`config.mk`:
```
export PLATFORM = sky130hd
export DESIGN_NAME = instruction_fetch
export DESIGN_NICKNAME = d
export VERILOG_FILES = /design/src/rtl/instruction_fetch.sv
export SDC_FILE = /design/constraint.sdc
export NUM_CORES = 1
export LEC_CHECK = 0
export CELL_PAD_IN_SITES_DETAIL_PLACEMENT = 0
export CELL_PAD_IN_SITES_GLOBAL_PLACEMENT = 1
export CORE_ASPECT_RATIO = 1.5
export CORE_MARGIN = 2
export CORE_UTILIZATION = 29
export DETAILED_ROUTE_END_ITERATION = 12
export GPL_ROUTABILITY_DRIVEN = 0
export GPL_TIMING_DRIVEN = 0
export PLACE_DENSITY_LB_ADDON = 0.1
export REMOVE_ABC_BUFFERS = 1
export SLEW_MARGIN = 5
export SYNTH_ARGS = -nofsm -noshare
export SYNTH_HDL_FRONTEND = slang
export SYNTH_SLANG_ARGS = --single-unit
```
`constraint.sdc`:
```
create_clock -name clock -period 1.84 [get_ports clock]
set_clock_uncertainty 0.2 [all_clocks]
set_input_delay 0.552 -clock clock [delete_from_list [all_inputs] [get_ports clock]]
set_output_delay 0.552 -clock clock [all_outputs]
set_load 0.02 [all_outputs]
```
`src/rtl/instruction_fetch.sv`:
```
// instruction_fetch: fetch stage between the program counter and decode.
// Optional fetch timeout / sticky fault enabled with `define IFETCH_TIMEOUT_EN.
module instruction_fetch #(
  parameter int unsigned TIMEOUT_CYCLES = 255
) (
  input  logic        clock,
  input  logic        reset,
  input  logic [15:0] pc,
  output logic        pc_enable,
  output logic        pc_inc_or_set,
  output logic [15:0] pc_new_address,
  output logic [15:0] mem_addr,
  output logic        mem_req,
  input  logic        mem_ack,
  input  logic [15:0] mem_rdata,
  output logic [15:0] instr,
  output logic [15:0] instr_addr,
  output logic        instr_valid,
  input  logic        instr_ready,
  input  logic        redirect,
  input  logic [15:0] redirect_target,
  output logic        fetch_fault
);

  localparam int unsigned AW = 16;
  localparam int unsigned DW = 16;

  // Reject out-of-range timeout limits at elaboration.
  if (TIMEOUT_CYCLES < 1 || TIMEOUT_CYCLES > 65535) begin : g_bad_timeout
    $error("instruction_fetch: TIMEOUT_CYCLES must be within 1..65535");
  end

`ifdef IFETCH_TIMEOUT_EN
  typedef enum logic [2:0] {
    S_IDLE, S_FETCH, S_HOLD, S_ADVANCE, S_DRAIN, S_FAULT
  } state_t;
`else
  typedef enum logic [2:0] {
    S_IDLE, S_FETCH, S_HOLD, S_ADVANCE, S_DRAIN
  } state_t;
`endif

  state_t        state, state_next;
  logic [DW-1:0] instr_next;
  logic [AW-1:0] instr_addr_next;
  logic          pend_set, pend_set_next;
  logic [AW-1:0] pend_target, pend_target_next;

`ifdef IFETCH_TIMEOUT_EN
  localparam logic [15:0] TIMEOUT_LAST = 16'(TIMEOUT_CYCLES - 1);
  logic [15:0] wait_cnt, wait_cnt_next;
`endif

  // Next-state and datapath register updates.
  always_comb begin
    state_next       = state;
    instr_next       = instr;
    instr_addr_next  = instr_addr;
    pend_set_next    = pend_set;
    pend_target_next = pend_target;

    case (state)
      S_IDLE:    state_next = S_FETCH;
      S_FETCH: begin
        if (mem_ack) begin
          instr_next      = mem_rdata;
          instr_addr_next = pc;
          state_next      = S_HOLD;
        end
      end
      S_HOLD: begin
        if (instr_ready) begin
          pend_set_next = 1'b0;
          state_next    = S_ADVANCE;
        end
      end
      S_ADVANCE: state_next = S_FETCH;
      S_DRAIN: begin
        if (mem_ack) state_next = S_ADVANCE;
      end
      default:   state_next = S_IDLE;
    endcase

    // Redirect outranks every other event; in-flight data is discarded.
    if (redirect) begin
      pend_set_next    = 1'b1;
      pend_target_next = redirect_target;
      instr_next       = instr;
      instr_addr_next  = instr_addr;
      case (state)
        S_IDLE, S_HOLD, S_ADVANCE: state_next = S_ADVANCE;
        S_FETCH:                   state_next = mem_ack ? S_ADVANCE : S_DRAIN;
        default:                   ;
      endcase
    end

`ifdef IFETCH_TIMEOUT_EN
    wait_cnt_next = wait_cnt;
    if (state == S_FAULT) begin
      // Only reset leaves the fault state; redirects are ignored here.
      state_next       = S_FAULT;
      pend_set_next    = pend_set;
      pend_target_next = pend_target;
    end else if ((state == S_FETCH || state == S_DRAIN) && !mem_ack && !redirect &&
                 wait_cnt == TIMEOUT_LAST) begin
      state_next = S_FAULT;
    end
    if ((state_next == S_FETCH || state_next == S_DRAIN) && state_next != state) begin
      wait_cnt_next = 16'd0;
    end else if ((state == S_FETCH || state == S_DRAIN) && !mem_ack) begin
      wait_cnt_next = wait_cnt + 16'd1;
    end
`endif
  end

  // State and datapath registers.
  always_ff @(posedge clock) begin
    if (reset) begin
      state       <= S_IDLE;
      instr       <= '0;
      instr_addr  <= '0;
      pend_set    <= 1'b0;
      pend_target <= '0;
    end else begin
      state       <= state_next;
      instr       <= instr_next;
      instr_addr  <= instr_addr_next;
      pend_set    <= pend_set_next;
      pend_target <= pend_target_next;
    end
  end

`ifdef IFETCH_TIMEOUT_EN
  // Wait counter for the outstanding memory request.
  always_ff @(posedge clock) begin
    if (reset) wait_cnt <= 16'd0;
    else       wait_cnt <= wait_cnt_next;
  end

  assign fetch_fault = (state == S_FAULT);
`else
  assign fetch_fault = 1'b0;
`endif

  // Control outputs decoded from the registered state only.
  always_comb begin
    mem_req        = 1'b0;
    instr_valid    = 1'b0;
    pc_enable      = 1'b0;
    pc_inc_or_set  = 1'b0;
    pc_new_address = '0;
    case (state)
      S_FETCH, S_DRAIN: mem_req = 1'b1;
      S_HOLD:           instr_valid = 1'b1;
      S_ADVANCE: begin
        pc_enable      = 1'b1;
        pc_inc_or_set  = pend_set;
        pc_new_address = pend_target;
      end
      default: ;
    endcase
  end

  // Fetch address follows the PC while a request is outstanding.
  assign mem_addr = mem_req ? pc : '0;

endmodule

```
Word-level counts from Yosys, hierarchy flattened
Index checks and enable logic that the tools add are counted.

storage, ports and cells
  bits in writable memories = 0
  register bits = 52
  logic and storage cells = 34
  memories = 0
  latch bits = 0
  bits of input ports = 53
  memory bits (read-only) = 0

operators by class
  shifts and indexed selects = 0
  reductions and logical operators = 8
  magnitude comparators = 0
  eq/ne operators = 4
  div/mod/pow operators = 0
  add/subtract/negate cells = 0
  $mul = 0
  muxes and demuxes = 16
  bitwise gates (word level) = 1

operators with widths
  operator                                        number
  2-to-1 mux 16 bit                               2
  2-to-1 mux 3 bit                                5
  one-hot mux 3 bit (4 select lines)              1
  2-to-1 mux 1 bit                                7
  == test 3 x 2 -> 1 bit (second input constant)  2
  one-hot mux 3 bit (2 select lines)              1
  nonzero test 2 bit                              2
  OR reduction 2 bit                              2
  == test 3 x 1 -> 1 bit (second input constant)  1
  == test 3 bit (second input constant)           1
  logical NOT 3 bit                               1
  AND reduction 3 bit                             1
  OR reduction 3 bit                              1
  AND reduction 2 bit                             1
  inverter 1 bit                                  1

Depth between registers and ports, before layout
Gate-level depths: netlist of the first run.

  depth in word-level cells = 5
  gate-level depth with buffers = 5
  gate-level depth less buffers = 3

Least setup slack after synthesis of the first run
OpenSTA, ideal clock, no wires.

  path kind = register to output
  from = register state[0]
  to = output port pc_new_address[10]
  stages on the path, launching flop included = 5
  data arrival time = 1.253 ns
  data required time = 1.088 ns
  path buffers = 2
  setup slack = -0.165 ns
  cells stage by stage = dfxtp_1 > and3_1 > clkbuf_1 > buf_2 > and2_1

between the ends
  cells in the longest elaborated chain, start to end = 2

RTL lines
  element                 RTL line  text
  from (decl)             43        state_t state, state_next;
  from (signal assigned)  125       state <= state_next;
  == test 3 x 2 -> 1 bit  152       case (state)
  2-to-1 mux 16 bit       152
  to (decl)               11        output logic [15:0] pc_new_address,

No other way between the ends.

Final worst setup path of the first run
  from = register state[2]
  to = output port mem_addr[11]

between the ends
  cells in the longest elaborated chain, start to end = 4

RTL lines
  element                                                         RTL line  text
  == test 3 x 1 -> 1 bit / == test 3 bit (equally long branches)  152
  OR reduction 2 bit *                                            152
  2-to-1 mux 1 bit *                                              152
  2-to-1 mux 16 bit *                                             165       assign mem_addr = mem_req ? pc : '0;
  to (decl)                                                       12        output logic [15:0] mem_addr,

Mark *: on every way between the ends. The rest lies on a longest branch, timed or not.

==> results of run 1 <==
[cell families (layout without fill, tap and decap cells)]
family	after synthesis	in the layout	share of synthesized area, %
AO/OA/AOI/OAI	8	8	2.43
buffers and inverters	22	163	4.61
other	1	1	0.152
flip-flops	52	52	42.1
AND/OR/NAND/NOR	128	131	31.3
multiplexers	48	48	19.4
[timing repair]
action | 4_1_cts | 5_1_grt
resized for setup | 290 | 18
gates cloned | 3 | 1
buffers inserted | 15 | 15
pin swaps | 22 | 6
endpoints found under the setup margin | 120 | 40
[worst reg2reg max path, stage by stage (launching register included)]
cell and delay (ns):
sky130_fd_sc_hd__dfxtp_4 0.37, sky130_fd_sc_hd__buf_4 0.15, sky130_fd_sc_hd__nand2b_1 0.19, sky130_fd_sc_hd__nor3_4 0.26, sky130_fd_sc_hd__clkbuf_16 0.20, sky130_fd_sc_hd__clkbuf_16 0.16
sky130_fd_sc_hd__mux2i_1 0.18
[worst paths after layout]
path | start | end | slack [ns] | depth (start not counted)
setup / recovery | state[2] | mem_addr[11] | -0.30 | 6
hold / removal | instr_addr[6] | instr_addr[6] | 0.27 | 2
setup reg to reg | state[1] | instr_addr[13] | 0.07 | 6
hold reg to reg | instr_addr[6] | instr_addr[6] | 0.27 | 2
[final cells by class]
class                      instances  area [um2]  area share [%]
timing repair buffer             154        1570            36.0
multi-input combinational        188        1440            33.0
sequential                        52        1050            24.1
tap                              107         134            3.06
clock buffer                       5         125            2.86
clock inverter                     1        30.0           0.687
inverter                           3        13.8           0.315
[per-layer routing]
metal  vias to the layer above  global-route usage, %
met4                         0                   5.17
met2                        76                   23.7
met1                      1010                   17.4
met3                         5                   3.68
met5                         -                      0
li1                       1127                      -
[metrics by stage]
stage,setup TNS [ns],total power [uW]
3_5_place_dp,-93.88,1830
2_1_floorplan,-19.47,1490
5_1_grt,-11.10,3120
4_1_cts,-8.22,2970
6_report,-8.80,2960
3_3_place_gp,-131.95,1820
[state kept, by name, summed over array words and instances, names as in the netlist]
name         cells
instr_addr      16
state            3
instr           16
pend_set         1
pend_target     16
[synth_stat cells]
master	instances
sky130_fd_sc_hd__and2_1	34
sky130_fd_sc_hd__a311oi_1	1
sky130_fd_sc_hd__nor4bb_1	1
sky130_fd_sc_hd__nand2b_2	1
sky130_fd_sc_hd__a2111oi_0	2
sky130_fd_sc_hd__mux2i_1	48
sky130_fd_sc_hd__and3_1	1
sky130_fd_sc_hd__nor3_4	1
sky130_fd_sc_hd__buf_6	3
sky130_fd_sc_hd__nor3_1	1
sky130_fd_sc_hd__nor3b_1	1
sky130_fd_sc_hd__buf_2	4
sky130_fd_sc_hd__inv_1	3
sky130_fd_sc_hd__nor2_1	18
sky130_fd_sc_hd__dfxtp_1	52
sky130_fd_sc_hd__nand3_1	1
sky130_fd_sc_hd__nand2b_1	67
sky130_fd_sc_hd__o21ai_0	1
sky130_fd_sc_hd__nor2b_1	1
sky130_fd_sc_hd__and3b_1	1
sky130_fd_sc_hd__a21oi_1	2
sky130_fd_sc_hd__o211a_1	1
sky130_fd_sc_hd__conb_1	1
sky130_fd_sc_hd__a21oi_2	1
sky130_fd_sc_hd__clkbuf_1	11
sky130_fd_sc_hd__buf_4	1
[power by group through the flow]
stage	registers (uW)	logic, uW	clock network, uW
detailed placement	1240	593	0
global route	1220	785	1120
finish	1210	733	1020
global placement	1230	585	0
floorplan	1260	237	0
CTS	1210	684	1070
[layout by cell type, fill, tap and decap left out, drive strengths merged]
| cell type | synthesis | routed |
|---|---|---|
| buf | 8 | 69 |
| nand2b | 68 | 68 |
| dfxtp | 52 | 52 |
| clkdlybuf4s50 | 0 | 49 |
| mux2i | 48 | 48 |
| and2 | 34 | 34 |
| dlygate4sd2 | 0 | 33 |
| nor2 | 18 | 18 |
| clkbuf | 11 | 7 |
| and3 | 1 | 4 |
| inv | 3 | 3 |
| a21oi | 3 | 3 |
| a2111oi | 2 | 2 |
| nor3 | 2 | 2 |
| nor2b | 1 | 1 |
| and3b | 1 | 1 |
| nor4bb | 1 | 1 |
| nor3b | 1 | 1 |
| o21ai | 1 | 1 |
| o211a | 1 | 1 |
| a311oi | 1 | 1 |
| nand3 | 1 | 1 |
| conb | 1 | 1 |
| bufinv | 0 | 1 |
| clkdlybuf4s15 | 0 | 1 |
==> metrics list, run 1 <==
- The flow ran to the end, but the final reports show violations.
* Violated checks: negative setup slack
* Vias in the first global route: 2,020
- After detailed placement, the design holds a cell count of 470.
- Row generation in the floorplan step produced 41 rows.
- The highest metal layer carrying signal wires in the routed design is met4.
- Vias per std cell: 4.35
* CTS H-Tree Depth: 2
- STA puts the critical path data required time at 1.09 ns.
* Cells after Synth: 259
* Number of antenna violations at the first check in global routing: 0
- Wires add up to 6720 um.
- Netlist Area Pre-Place: 2470 um2
- The signal on the critical path passes through buf_12, nand2b_4, a21oi_4, buf_6, and2_1, buf_4.
- DP Worst Slack: -1.64 ns
* Slowest stage cell on the critical path: sky130_fd_sc_hd__dfxtp_4
- After global routing the overflow that remains totals 0.
- Clock tree synthesis found a total of 52 sinks.
* Final Hold Viols: 0
* Internal Power: 2230 uW
* Setup Viol. Count Final: 36
- Peak supply drop: 0.383 mV
- Number of nets still failing antenna checks after routing: 0
- Worst min-delay path class: reg2reg
- After layout, the minimum clock period comes to 2.14 ns.
- The number of clock buffers added by TritonCTS is 5.
- Total of max-cap violations: 0
- From left edge to right edge, the die measures 79.4 um.
- The clock network is responsible for 34.3% of the overall power.
- Buffers from clock root to sink, at most: 2
- Number of nets at the end of the flow: 457
- Worst-margin pin slew: 0.656 ns
* Iteration count of the initial detailed-routing pass: 4
* CP startpoint kind: flip-flop
- Counting both buffers and inverters, the worst setup path holds a total of 3.
* Smallest setup slack after layout: -0.301 ns
- Share of total power in sequential cells: 40.9%
* Worst stage delay on the critical path: 0.38 ns
- The worst setup path is captured at an output port.
* Count of port buffers added during placement: 120
* Full die area: 9300 um2
- Summed over its instances, the top area cell type makes up 42.1% of the synthesized netlist area.
- Areal power density over the cells: 678 nW/um2
* Synth warnings: 0
* Wire length of the first global-routing pass: 10,300 um
* Critical-path maximum fanout: 9
- At the end of the flow the core is filled with cells to 52.3%.
- For this run, the top clock speed supported by timing is 0.467 GHz.
- Cell type with the largest total area after synthesis: sky130_fd_sc_hd__dfxtp_1
- Portion of total power attributed to combinational logic: 24.7%
- The critical path is of the reg2out type.
* Per-instance average area after synthesis: 9.55 um2
- Post-detail-place hpwl: 4230 um
- Overall die height: 117 um
- Net switching is 24.7% of the power.
- Total inserted antenna cells: 0
- Post-DR wirelength/cell: 13.2 um
- The count of cells in the finished layout, fillers not included, comes to 510.
- Wire length on met3: 439 um
* Slew HR: 56.3%
- Switching Power: 733 uW
* Number of ports placed on the die boundary: 122
- Synthesis inferred 52 register bits.
- Leakage power summed over all cells: 0.00194 uW
- In the global route stage, overall resource usage came out at 14.1%.
- Drc violations: 0
* Number of distinct standard cells referenced by the synthesized netlist: 26
- Area grow syn2layout: 76.8%
* Final hold slack: 0.269 ns
- Of the available clock period, the critical path in the final layout requires 116%.
- Drt initial violations: 49
* Synth area leaders: sky130_fd_sc_hd__dfxtp_1, sky130_fd_sc_hd__mux2i_1, sky130_fd_sc_hd__nand2b_1
- Setup repair after global routing could not meet its margin everywhere.
- After clock tree synthesis, the clock-pin slew on the worst setup and hold paths is 0.07 ns.
- The placed instances occupy a cell area of 3760 um2.
- Starting density of the core: 29.6%
- Proportion of layout cells with a drive suffix above 1: 29.0%
- Post-cts hold buffer count: 0
- The detailed router placed 2,218 vias in this run.
* Fin. max-slew vios: 0
* Sequential cell area fraction in the yosys report: 42.1%
* Final instance area: 4370 um2
- Fill cell instance count of the final layout: 809
* Routed length on met1: 2820 um
- Worst-Skew Late Latency: 0.29 ns
- Detailed routing placed a total of 3390 um of wire on met2.
* Clock tree from TritonCTS: built
- Core region area: 8360 um2
* Data arrival, critical path: 1.39 ns
* Family of cells with the greatest summed delay on the critical path: buffers and inverters
- CTS placed an instance of sky130_fd_sc_hd__clkbuf_16 at the clock tree root.
- Entering global routing, the biggest net connects 55 pins.
Note: power is estimated with default switching activity, not from simulation.
==> inputs of run 2 (changes only) <==
- clock period: 1.84 -> 2.2 ns (I/O delays scaled with it)
==> metrics list, run 2 (same netlist as run 1, synthesis figures left out) <==
- The maximum cell stage delay along the critical path is 0.37 ns (about the same).
* Top flop regs: instr x16, instr_addr x16, pend_target x16
- The kind of cell with the highest combined delay along the critical path is buffers and inverters.
- Clock sink count: 52 (unchanged)
- Vias per std cell: 4.44 (+2.0%)
- Vias in the first global route: 2,016 (-0.20%)
* DP Worst Slack: -1.39 ns (+0.252 ns)
* Drc violations: 0 (unchanged)
- Most common cell after layout, fill and taps aside: sky130_fd_sc_hd__clkdlybuf4s50_1
- The power density over the cells came to 592 nW/um2 (-13%).
- CTS H-Tree Depth: 2 (unchanged)
* Highest clock rate: 0.418 GHz
- The leakage dissipation is 0.00170 uW (-13%).
- The worst max-slew margin expressed relative to the limit came to 55.9% (-0.39 points).
* Setup CP Type: reg2out
- Wire length of the first global-routing pass: 10,200 um (-0.54%)
* Number of ports placed on the die boundary: 122 (unchanged)
- The clock edge transition at the registers on the reported setup and hold paths is 0.06 ns (about the same).
- The endpoint arrival time on the critical path was 1.53 ns (+0.14 ns).
* Worst min-delay path class: reg2reg
- Setup repair after global routing could not meet its margin everywhere.
- The average detailed-routed wire length per instance was 13.3 um (+1.1%).
- Post-detail-place hpwl: 4230 um (unchanged)
- The initial cell density of the core was 29.6% (unchanged).
- The total vias in the final route is 2,187 (-1.4%).
- The sum of buffers and inverters on the critical path came to 4 (+1).
- Placed cell areas: 3760 um2 (unchanged)
- Total global routing track utilization: 14.1% (unchanged)
* Number of nets still failing antenna checks after routing: 0 (unchanged)
- The top cell types in the final layout, fill and taps aside, are sky130_fd_sc_hd__clkdlybuf4s50_1, sky130_fd_sc_hd__nand2b_1, sky130_fd_sc_hd__dfxtp_1.
- Final instance area: 4150 um2 (-5.1%)
* Final hold slack: 0.271 ns (+0.00202 ns)
- TritonCTS built the clock tree.
* Worst path required time: 1.34 ns (+0.25 ns)
- Instance count after placement with tap cells included: 470 (unchanged)
- Final Hold Viols: 0 (unchanged)
- Drt initial violations: 45 (-8.2%)
- Number of antenna violations at the first check in global routing: 0 (unchanged)
* Final critical delay including setup and external delays: 2.39 ns
- The highest net fanout along the worst path came to 7 (-2).
- The transition time at the pin with the least slew margin is 0.662 ns (+0.00587 ns).
- Iteration count of the initial detailed-routing pass: 4 (unchanged)
- Area grow syn2layout: 67.8%
* Number of nets at the end of the flow: 440 (-3.7%)
- The number of max-slew violations in the final report came to 0 (unchanged).
* Result of the run: finished with violations
* Overall die width: 79.4 um (unchanged)
* Period Utilization, post-route: 109%
- The checks that failed: negative setup slack.
- The number of non-filler instances in the completed layout is 493 (-3.3%).
- The placement row count is 41 (unchanged).
- Traced cell by cell, the critical path runs through buf_4, buf_6, and3_4, buf_4, and2_1, buf_6.
- Full die area: 9300 um2 (unchanged)
- Remaining Overflow, GRT: 0 (unchanged)
- The worst voltage drop across the vdd grid is 0.320 mV (-16%).
- STA classifies the critical path endpoint as an output port.
- Smallest setup slack after layout: -0.190 ns (+0.111 ns)
- The number of buffers added by the clock tree synthesis step was 5 (unchanged).
- Overall die height: 117 um (unchanged)
- Fill cell instance count of the final layout: 813 (+0.49%)
* Total inserted antenna cells: 0 (unchanged)
- The max-capacitance violation count was 0 (unchanged).
- The count of buffers inserted at the top-level ports was 120 (unchanged).
- STA classifies the critical path startpoint as a flip-flop.
- The largest net degree at the start of global routing came to 55 (unchanged).
- The fraction of final layout cells sized beyond drive strength 1 is 24.6% (-4.4 points).
* Setup Viol. Count Final: 29 (-19%)
* Slowest stage cell on the critical path: sky130_fd_sc_hd__dfxtp_4
- Buffers from clock root to sink, at most: 2 (unchanged)
* Worst-Skew Late Latency: 0.29 ns (about the same)
- The tree is rooted in a sky130_fd_sc_hd__clkbuf_16.
* Routed WL: 6560 um (-2.2%)
- The floorplan core area is 8360 um2 (unchanged).
run 2: final timing paths:
kind             start                  to  slack (ns)  depth (start not counted)
max           state[0]  pc_new_address[11]       -0.19                          6
min reg2reg  instr[13]           instr[13]        0.27                          2
min          instr[13]           instr[13]        0.27                          2
max reg2reg   state[1]      instr_addr[10]        0.52                          5
run 2: where the power goes:
group          leakage, uW  switching, uW  internal [uW]
Sequential        0.000426           32.1            985
Combinational      0.00119            247            335
Clock            0.0000757            332            524
Total              0.00170            611           1840
run 2: worst register-to-register path: cells and delay by family (launching register included):
| family | cells | cell delay [ns] |
|---|---|---|
| flops | 1 | 0.39 |
| simple gates | 2 | 0.50 |
| mux | 1 | 0.20 |
| buf+inv | 2 | 0.33 |
run 2: timing repair:
item                       in CTS  in global routing
gates cloned                    4                  0
buffers inserted               10                  5
hold buffers                    0                  0
resized for setup             202                 53
setup endpoints to repair      88                 43
pin swaps                       4                 11
run 2: metal layers:
layer	vias up	routed length, um	GRT usage [%]
met5	-	0	0
met1	1010	2780	17.4
met3	6	430	3.99
li1	1095	-	-
met2	76	3270	23.4
met4	0	91	5.17
run 2: metrics by stage:
| step | TNS (ns) | util, % | power (uW) |
|---|---|---|---|
| 2_1_floorplan | -6.15 | - | 1250 |
| 3_3_place_gp | -109.77 | 44.3 | 1520 |
| 3_5_place_dp | -71.70 | 45.0 | 1530 |
| 4_1_cts | -2.15 | 48.5 | 2470 |
| 5_1_grt | -4.33 | 49.6 | 2590 |
| 6_report | -2.53 | 49.6 | 2460 |
run 2: cell type report:
| cell class | count | area [um2] | share of cell area, % |
|---|---|---|---|
| clock inverters | 1 | 30.0 | 0.724 |
| multi-input cells | 188 | 1430 | 34.5 |
| inverters | 3 | 11.3 | 0.271 |
| repair buffers | 137 | 1360 | 32.9 |
| flip-flops and latches | 52 | 1050 | 25.4 |
| clock buffers | 5 | 125 | 3.02 |
| well taps | 107 | 134 | 3.23 |
==> inputs of run 3 (changes only) <==
- CELL_PAD_IN_SITES_DETAIL_PLACEMENT: 0 -> default
- CELL_PAD_IN_SITES_GLOBAL_PLACEMENT: 1 -> default
- CORE_UTILIZATION: 29 -> 40
==> metrics list, run 3 (same netlist as run 1, synthesis figures left out) <==
- Result of the run: finished with violations
- Violated checks: negative setup slack
* Pin count of the biggest net entering global routing: 70 (+27%)
- Number of nets still failing antenna checks after routing: 0 (unchanged)
* Hold path depth: 2 (unchanged)
- Remaining Overflow, GRT: 0 (unchanged)
- The met2 usage in global routing is 30.8% (+7.3 points).
* Area grow syn2layout: 62.2%
* Total global routing track utilization: 17.9% (+3.8 points)
* Areal power density over the cells: 528 nW/um2 (-11%)
* Total inserted antenna cells: 0 (unchanged)
* Final critical delay including setup and external delays: 2.29 ns (-0.0956 ns)
* Count of port buffers added during placement: 120 (unchanged)
* Worst reg2reg setup slack: 0.58 ns (+0.06 ns)
- Fin. max-slew vios: 0 (unchanged)
- The number of endpoints with negative hold slack in the final report is 0 (unchanged).
- Post-CTS clock slew at the launch and capture registers of the worst setup and hold paths: 0.10 ns (+0.04 ns)
* CTS H-Tree Depth: 2 (unchanged)
- The kind of cell with the highest combined delay along the critical path is flip-flops.
- Worst-margin pin slew: 0.707 ns (+0.0455 ns)
- The placement-stage cell area came to 3710 um2 (-1.4%).
- Post-cts hold buffer count: 0 (unchanged)
- Vias per std cell: 4.70 (+5.9%)
- The worst hold path terminates at instr_addr[12].
- Clock sink count: 52 (unchanged)
- Top flop regs: instr x16, instr_addr x16, pend_target x16
- Traced cell by cell, the critical path runs through nand2b_4, a21oi_4, buf_12, and2_1, buf_6.
- Starting density of the core: 40.9% (+11 points)
- Proportion of layout cells with a drive suffix above 1: 21.6% (-3.0 points)
- Standard-cell row count: 35 (-15%)
- Worst min-delay path class: reg2reg
- The tree is rooted in a sky130_fd_sc_hd__clkbuf_8.
* Post-detail-place hpwl: 4070 um (-3.7%)
- Leakage power summed over all cells: 0.00164 uW (-3.2%)
- Worst stage delay on the critical path: 0.38 ns (about the same)
* Number of ports placed on the die boundary: 122 (unchanged)
- Worst reg2reg startpoint: state[1]
* Slowest stage cell on the critical path: sky130_fd_sc_hd__dfxtp_4
* Total of max-cap violations: 0 (unchanged)
- Critical-path maximum fanout: 17 (+10)
* Worst path bufs/invs: 2 (-2)
* Overall die height: 100 um (-14%)
* Number of antenna violations at the first check in global routing: 0 (unchanged)
- Global-route met3 utilization: 5.16% (+1.2 points)
- Overall die width: 68.2 um (-14%)
- The required time of the critical path came to 1.34 ns (about the same).
* Wire length of the first global-routing pass: 9390 um (-8.0%)
- Vias in the first global route: 2,011 (-0.25%)
- The overall power after layout was 2120 uW (-14%).
- The worst setup path is captured at an output port.
* Core region area: 6040 um2 (-28%)
- RSZ-0062 raised after global routing: yes
- The final instance area came to 4010 um2 (-3.3%).
- Smallest setup slack after layout: -0.0947 ns (+0.0956 ns)
* DP Worst Slack: -1.19 ns (+0.203 ns)
- Drc violations: 0 (unchanged)
- The worst hold path begins at instr_addr[12].
- Iteration count of the initial detailed-routing pass: 4 (unchanged)
- Top Usage Layer GRT: met2
- The total wire length after detailed routing was 6080 um (-7.3%).
- Worst-Skew Late Latency: 0.30 ns (about the same)
* Most used cells in the layout excluding fill and tap cells: sky130_fd_sc_hd__clkdlybuf4s50_1, sky130_fd_sc_hd__nand2b_1, sky130_fd_sc_hd__dfxtp_1
- The endpoint arrival time on the critical path is 1.43 ns (-0.10 ns).
* Drt initial violations: 94 (+110%)
- Highest clock rate: 0.436 GHz (+4.2%)
* Detailed-route via count: 2,133 (-2.5%)
- The number of failing setup endpoints in the final timing report came to 16 (-45%).
* Buffers from clock root to sink, at most: 2 (unchanged)
* Setup CP Type: reg2out
- Clock tree from TritonCTS: built
* R2r worst-path depth: 4 (-1)
- Number of buffers added by the clock tree synthesis step: 5 (unchanged)
- CP startpoint kind: flip-flop
* Post-DR wirelength/cell: 13.4 um (+0.65%)
* Number of nets at the end of the flow: 432 (-1.8%)
- The worst register-to-register path ends at state[1].
- The total negative setup slack was -1.32 ns (+1.21 ns).
* Peak supply drop: 0.361 mV (+13%)
- Slew HR: 52.8% (-3.0 points)
- Routing usage on met1: 21.2% (+3.8 points)
- Leaving out fill and tap cells, the most frequent cell in the layout is sky130_fd_sc_hd__clkdlybuf4s50_1.
- The final critical-path share of the clock period is 104% (-4.3 points).
* Full die area: 6840 um2 (-26%)
[run 3: changes by cell type in the layout (fill, tap and decap cells not counted), moves of 2 or more]
cell                              previous run  this run
sky130_fd_sc_hd__and2_4                     22        15
sky130_fd_sc_hd__clkbuf_16                   5         0
sky130_fd_sc_hd__dlygate4sd2_1               9         0
sky130_fd_sc_hd__dlymetal6s2s_1              1         3
sky130_fd_sc_hd__buf_2                       9         2
sky130_fd_sc_hd__buf_4                       8         5
sky130_fd_sc_hd__buf_8                       0         2
sky130_fd_sc_hd__and2_1                     12        19
sky130_fd_sc_hd__clkbuf_8                    0         5
sky130_fd_sc_hd__clkinv_4                    0         2
sky130_fd_sc_hd__clkdlybuf4s50_1            72        79
[run 3: worst max path at each step]
stage	endpoint	slack (ns)	from	depth (start not counted)
global route	mem_addr[13]	-0.17	state[2]	5
global placement	instr[7]	-1.99	redirect	3
detailed placement	instr[9]	-1.19	redirect	4
finish	mem_addr[7]	-0.09	state[2]	5
CTS	mem_addr[7]	-0.10	state[2]	5
floorplan	instr[0]	-0.19	mem_ack	3
[run 3: power by group]
group / internal, uW / switching, uW
clock network: 233 / 329
logic: 306 / 235
registers: 984 / 30.3
total: 1520 / 595
[run 3: cell type report]
| type | count | area [um2] |
|---|---|---|
| clock buffers | 5 | 68.8 |
| clock inverters | 3 | 26.3 |
| fillers | 516 | 2030 |
| inverters | 3 | 11.3 |
| multi-input cells | 188 | 1420 |
| flip-flops and latches | 52 | 1050 |
| well taps | 74 | 92.6 |
| repair buffers | 129 | 1340 |
[run 3: worst register-to-register path: stages (launching register included)]
cell                        delay [ns]
sky130_fd_sc_hd__dfxtp_4          0.42
sky130_fd_sc_hd__buf_1            0.21
sky130_fd_sc_hd__and3b_1          0.22
sky130_fd_sc_hd__a2111oi_0        0.38
sky130_fd_sc_hd__nor3_1           0.09
[run 3: metal layers]
layer | part of all wire, % | vias to the layer above
li1 | - | 1081
met1 | 42 | 978
met2 | 51 | 72
met3 | 6.9 | 2
met4 | 0.66 | 0
met5 | 0 | -
[run 3: metrics by stage]
stage | hold slack [ns] | util [%] | instances
3_5_place_dp | 0.259 | 61.4 | 437
3_3_place_gp | 0.257 | 60.6 | 434
5_1_grt | 0.296 | 66.4 | 454
4_1_cts | 0.281 | 63.3 | 451
2_1_floorplan | 0.252 | - | 240
6_report | 0.276 | 66.4 | 454
[run 3: what timing repair did]
item,CTS,global route
resized for setup,191,56
buffers inserted,4,2
pin swaps,3,5
cloned,2,1
setup endpoints to repair,88,38
